==> src/rtl/rs15_11_pkg.sv <==
// Shared constants for the RS(15,11) receive path: code dimensions, framer
// FSM state encoding and bit-counter width.
package rs15_11_pkg;

  localparam int unsigned RS_N      = 15;
  localparam int unsigned RS_K      = 11;
  localparam int unsigned RS_PARITY = 4;

  // Enough bits to count 0..RS_N-1 channel bits of a frame.
  localparam int unsigned BIT_CNT_W = $clog2(RS_N);

  // Framer FSM encoding, kept as plain constants for legacy compatibility.
  localparam logic [0:0] ST_IDLE  = 1'b0;
  localparam logic [0:0] ST_SHIFT = 1'b1;

endpackage

==> src/rtl/rs15_11_cw_buf.sv <==
// One-deep valid/ready holding register for assembled codewords.
// A completed frame is loaded when the buffer is empty or being drained in
// the same cycle; otherwise it is dropped and overrun pulses for one cycle.
// With RS_RX_STATS_EN defined, saturating load/drop counters are included.
module rs15_11_cw_buf
  import rs15_11_pkg::*;
#(
  parameter int unsigned CW_W = RS_N
`ifdef RS_RX_STATS_EN
  ,
  parameter int unsigned CNT_W = 16
`endif
) (
  input  logic            clk,
  input  logic            rst_n,
  input  logic            load_i,
  input  logic [CW_W-1:0] data_i,
  input  logic            ready_i,
  output logic            valid_o,
  output logic [CW_W-1:0] data_o,
  output logic            overrun_o
`ifdef RS_RX_STATS_EN
  ,
  output logic [CNT_W-1:0] frame_cnt_o,
  output logic [CNT_W-1:0] drop_cnt_o
`endif
);

  logic            valid_q, valid_d;
  logic [CW_W-1:0] data_q, data_d;
  logic            overrun_q, overrun_d;
  logic            loaded;

  // Load/accept/drop decision for the holding register.
  always_comb begin
    valid_d   = valid_q;
    data_d    = data_q;
    loaded    = load_i & (~valid_q | ready_i);
    overrun_d = load_i & ~loaded;
    if (loaded) begin
      valid_d = 1'b1;
      data_d  = data_i;
    end else if (valid_q & ready_i) begin
      valid_d = 1'b0;
    end
  end

  // Holding register state with synchronous active-low reset.
  always_ff @(posedge clk) begin
    if (!rst_n) begin
      valid_q   <= 1'b0;
      data_q    <= '0;
      overrun_q <= 1'b0;
    end else begin
      valid_q   <= valid_d;
      data_q    <= data_d;
      overrun_q <= overrun_d;
    end
  end

  assign valid_o   = valid_q;
  assign data_o    = data_q;
  assign overrun_o = overrun_q;

`ifdef RS_RX_STATS_EN
  logic [CNT_W-1:0] frame_cnt_q, drop_cnt_q;

  // Saturating statistics: buffer loads and overrun drops.
  always_ff @(posedge clk) begin
    if (!rst_n) begin
      frame_cnt_q <= '0;
      drop_cnt_q  <= '0;
    end else begin
      if (loaded && (frame_cnt_q != '1)) frame_cnt_q <= frame_cnt_q + 1'b1;
      if (overrun_d && (drop_cnt_q != '1)) drop_cnt_q <= drop_cnt_q + 1'b1;
    end
  end

  assign frame_cnt_o = frame_cnt_q;
  assign drop_cnt_o  = drop_cnt_q;
`endif

endmodule

==> src/rtl/rs15_11_rx_framer.sv <==
// Bit-serial RS(15,11) receive framer. Collects 15 channel bits MSB first
// (frame start marked by ser_sof) and hands complete codewords to a 1-deep
// valid/ready buffer feeding the decoder. Flags mid-frame sof (sync_err)
// and frames dropped on a full buffer (overrun).
// Optional: RS_RX_STATS_EN adds frame_cnt/drop_cnt statistics ports.
module rs15_11_rx_framer
  import rs15_11_pkg::*;
#(
  parameter int unsigned CW_W = RS_N
`ifdef RS_RX_STATS_EN
  ,
  parameter int unsigned CNT_W = 16
`endif
) (
  input  logic            clk,
  input  logic            rst_n,
  input  logic            ser_valid,
  input  logic            ser_bit,
  input  logic            ser_sof,
  output logic            cw_valid,
  input  logic            cw_ready,
  output logic [CW_W-1:0] codeword_out,
  output logic            busy,
  output logic            overrun,
  output logic            sync_err
`ifdef RS_RX_STATS_EN
  ,
  output logic [CNT_W-1:0] frame_cnt,
  output logic [CNT_W-1:0] drop_cnt
`endif
);

  logic [0:0]           state_q, state_d;
  logic [BIT_CNT_W-1:0] cnt_q, cnt_d;
  // The first bit only reaches position CW_W-1 as the final bit arrives,
  // so the register holds just the CW_W-1 bits collected so far.
  logic [CW_W-2:0]      shreg_q, shreg_d;
  logic                 sync_err_q, sync_err_d;
  logic                 frame_done;
  logic [CW_W-1:0]      frame_data;

  // Framer FSM: sof detection, bit shifting and frame completion.
  always_comb begin
    state_d    = state_q;
    cnt_d      = cnt_q;
    shreg_d    = shreg_q;
    sync_err_d = 1'b0;
    frame_done = 1'b0;
    frame_data = {shreg_q, ser_bit};
    if (ser_valid) begin
      case (state_q)
        ST_IDLE: begin
          if (ser_sof) begin
            shreg_d = {{(CW_W-2){1'b0}}, ser_bit};
            cnt_d   = BIT_CNT_W'(1);
            state_d = ST_SHIFT;
          end
        end
        ST_SHIFT: begin
          if (ser_sof) begin
            sync_err_d = 1'b1;
            shreg_d    = {{(CW_W-2){1'b0}}, ser_bit};
            cnt_d      = BIT_CNT_W'(1);
          end else begin
            shreg_d = {shreg_q[CW_W-3:0], ser_bit};
            if (cnt_q == BIT_CNT_W'(CW_W-1)) begin
              frame_done = 1'b1;
              cnt_d      = '0;
              state_d    = ST_IDLE;
            end else begin
              cnt_d = cnt_q + 1'b1;
            end
          end
        end
        default: state_d = ST_IDLE;
      endcase
    end
  end

  // Framer state registers with synchronous active-low reset.
  always_ff @(posedge clk) begin
    if (!rst_n) begin
      state_q    <= ST_IDLE;
      cnt_q      <= '0;
      shreg_q    <= '0;
      sync_err_q <= 1'b0;
    end else begin
      state_q    <= state_d;
      cnt_q      <= cnt_d;
      shreg_q    <= shreg_d;
      sync_err_q <= sync_err_d;
    end
  end

  assign busy     = (state_q == ST_SHIFT);
  assign sync_err = sync_err_q;

  rs15_11_cw_buf #(
    .CW_W (CW_W)
`ifdef RS_RX_STATS_EN
    ,
    .CNT_W(CNT_W)
`endif
  ) u_cw_buf (
    .clk        (clk),
    .rst_n      (rst_n),
    .load_i     (frame_done),
    .data_i     (frame_data),
    .ready_i    (cw_ready),
    .valid_o    (cw_valid),
    .data_o     (codeword_out),
    .overrun_o  (overrun)
`ifdef RS_RX_STATS_EN
    ,
    .frame_cnt_o(frame_cnt),
    .drop_cnt_o (drop_cnt)
`endif
  );

endmodule

==> config.mk <==
export PLATFORM = sky130hd
export DESIGN_NAME = rs15_11_rx_framer
export DESIGN_NICKNAME = d
export VERILOG_FILES = /design/src/rtl/rs15_11_pkg.sv /design/src/rtl/rs15_11_cw_buf.sv /design/src/rtl/rs15_11_rx_framer.sv
export SDC_FILE = /design/constraint.sdc
export NUM_CORES = 1
export LEC_CHECK = 0
export BUFFER_PORTS_ARGS = -buffer_cell sky130_fd_sc_hd__buf_2
export CAP_MARGIN = 0
export CORE_UTILIZATION = 35
export CTS_BUF_LIST = sky130_fd_sc_hd__clkbuf_8 sky130_fd_sc_hd__clkbuf_16
export DETAILED_ROUTE_END_ITERATION = 10
export GPL_TIMING_DRIVEN = 0
export PLACE_DENSITY = 0.53
export SLEW_MARGIN = 20
export SYNTH_ARGS = -nofsm -noshare
export SYNTH_HDL_FRONTEND = slang
export SYNTH_HIERARCHICAL = 1
export SYNTH_SLANG_ARGS = --single-unit
==> constraint.sdc <==
create_clock -name clk -period 1.8 [get_ports clk]
set_input_delay 0.27 -clock clk [delete_from_list [all_inputs] [get_ports clk]]
set_output_delay 0.27 -clock clk [all_outputs]
set_load 0.01 [all_outputs]
==> metrics.txt <==
Synth area leader dfxtp_1; Max rail drop VDD 457 µV; Static Leak 0.679 nW; Final Util 0.439; Yosys cell types 29; Clock Sinks 37; post-DP HPWL 2240 µm; IO buf count 24; worst reg-to-reg setup slack roughly 0.18 ns; drt wl/cell 13.1 µm; clk root buf clkbuf_8; gr usage total 0.162; Crit Path Category reg -> reg; GR Overflow Total 0; # DRC 0; worst-path maximum fanout 18; Starting Density 0.363; Post-synth EDFFs 0; io pins 25; antenna cells 0; slew margin rel. 0.670; Max clock buf depth 2; Final setup violation count 0; die area 4410 µm²; Via density 5.04; Worst Reg-to-Reg Cells 7; Synth Register Bits 37; Max Freq 0.617 GHz; sequential area share after synthesis 0.510; post-synth top area share 0.510; Tmin final approximately 1.6 ns; Die Wd 66.4 µm; RSZ-0062 raised after global routing no; PnR worst setup slack 0.180 ns; first-pass GRT wire length 5180 µm; final slew viol count 0; power density over the cells between 800 and 900 nW/µm²; type of origin of the critical path register; CTS tree yes; core area 4000 µm²; Die H around 66 µm; Mapped Area 1450 µm²; crit end category register; final setup skew 0.00322 ns; reg2reg start busy; final cell count without fillers about 240; Nets 192; worst min path class in -> reg; R2R Path End u_cw_buf/data_o[5]; iteration-0 DRC count of the detailed router 39; hold wc startpoint ser_bit; share of layout cells above drive strength 1 0.243; post-synth net total 162; Syn Area/Cell 9.43 µm²; maxcap violations 0; Synth warnings 6; Post-Synthesis Cells 154; top post-synthesis cells by area dfxtp_1 51%, mux2i_1 10%, nand2_1 9.6%; vias in the first global route 1148; Final Hold Viols 0; dpl cells 228; period utilisation layout 0.900; cell count of the worst hold path 3; Worst Hold End shreg_q[0]; clk slew on worst S/H paths 0.07 ns; initial antenna violation count 0; Primary FF master, synth dfxtp_1; H-tree depth 2; WP data required 2.02 ns; Clock Latency Late Sink just under 0.3 ns; status finished, final reports clean; CTS buffer count 5; Async S/R FF share, synth 0; worst-case setup slack after placement -0.150 ns; standard-cell rows 23; Setup Fix Bufs, Post-CTS 0; drt pass-1 iters 4; via count 1185; Slew @ Worst Pin between 0.4 and 0.5 ns; largest net degree at the start of global routing 19; Layout area overhead 20.9%; Placer Congestion 0.734; Routed Antenna Nets 0; synth cell count leaders 37 x dfxtp_1, 37 x nand2_1, 15 x mux2i_1, 15 x nor2_1, 13 x a22oi_1; WP data arrival 1.84 ns; Final Routed Wirelength 3080 µm
[critical path: stages (launching register included)]
cell,delay (ns)
dfxtp_2,0.38
and3b_1,0.18
buf_6,0.18
nor2b_4,0.18
nor2b_2,0.16
buf_6,0.15
buf_12,0.14
mux2i_1,0.18
[power breakdown]
part           leakage (nW)  total (W)  internal [W]  switching (W)
sequential            0.299   0.000829      0.000824     0.00000544
clock                0.0542   0.000632      0.000346       0.000286
combinational         0.326  0.0000650     0.0000194      0.0000456
total                 0.679    0.00153       0.00119       0.000337
[cells by family (layout without fill, tap and decap cells)]
group	count (synthesis)	count (layout)	share of synthesized area
AOI/OAI and AO/OA	23	23	0.115
DFF	37	37	0.510
and+or+nand+nor	64	64	0.199
buffers and inverters	13	44	0.0560
adders and majority gates	2	2	0.0172
muxes	15	15	0.103
[metrics by stage]
step           hold WS (ns)  TNS [ns]  instance area [µm²]  total power (W)
5_1_grt               0.243         0                 1760          0.00160
6_report              0.235         0                 1760          0.00153
4_1_cts               0.224         0                 1730          0.00155
3_3_place_gp          0.441     -1.10                 1640         0.000910
3_5_place_dp          0.449     -1.45                 1640         0.000913
2_1_floorplan         0.393         0                 1450         0.000886
[final cells by class]
| class | count | area, µm² |
|---|---|---|
| Clock buffer | 7 | 96.3 |
| Tap cell | 50 | 62.6 |
| Clock inverter | 1 | 5.00 |
| Buffer | 8 | 65.1 |
| Multi-Input combinational cell | 104 | 651 |
| Inverter | 4 | 15.0 |
| Sequential cell | 37 | 742 |
| Timing Repair Buffer | 24 | 120 |
| Fill cell | 411 | 2240 |
[sequential cells by signal, indices dropped and copies added (netlist names)]
register and count:
busy 1, cnt_q 4, shreg_q 14, sync_err 1, u_cw_buf/data_o 15, u_cw_buf/overrun_o 1, u_cw_buf/valid_o 1
[cell usage in the layout (no fill, tap or decap), drive strengths merged]
master	synthesis	layout
ha	2	2
nand4b	2	2
nand3	2	2
nand4	1	1
o21ai	2	2
and3	1	1
and3b	1	1
o21a	2	2
nor2b	4	4
a21oi	2	2
nor2	15	15
a32oi	1	1
mux2i	15	15
nand2	37	37
a31oi	2	2
inv	3	3
a22oi	13	13
dfxtp	37	37
clkbuf	2	9
or3b	1	1
a221oi	1	1
clkinv	1	2
buf	7	30
[routing by layer]
| metal | vias up | wire length, µm | global-route usage |
|---|---|---|---|
| met5 | - | 0 | 0 |
| met4 | 0 | 45 | 0.0718 |
| met3 | 4 | 153 | 0.0603 |
| met2 | 27 | 1540 | 0.270 |
| met1 | 571 | 1340 | 0.184 |
| li1 | 583 | - | - |
[worst max-delay path by stage]
stage,startpoint,endpoint
global placement,ser_sof,u_cw_buf/data_o[3]
global route,cnt_q[0],u_cw_buf/data_o[5]
finish,busy,u_cw_buf/data_o[5]
detailed placement,ser_sof,u_cw_buf/data_o[12]
CTS,busy,u_cw_buf/data_o[5]
floorplan,busy,u_cw_buf/data_o[0]
[what timing repair did]
item | in CTS | in global routing
setup endpoints to repair | 13 | 12
hold buffers | 0 | 0
gates resized for setup | 0 | 6
Note: power is estimated with default switching activity, not from simulation.
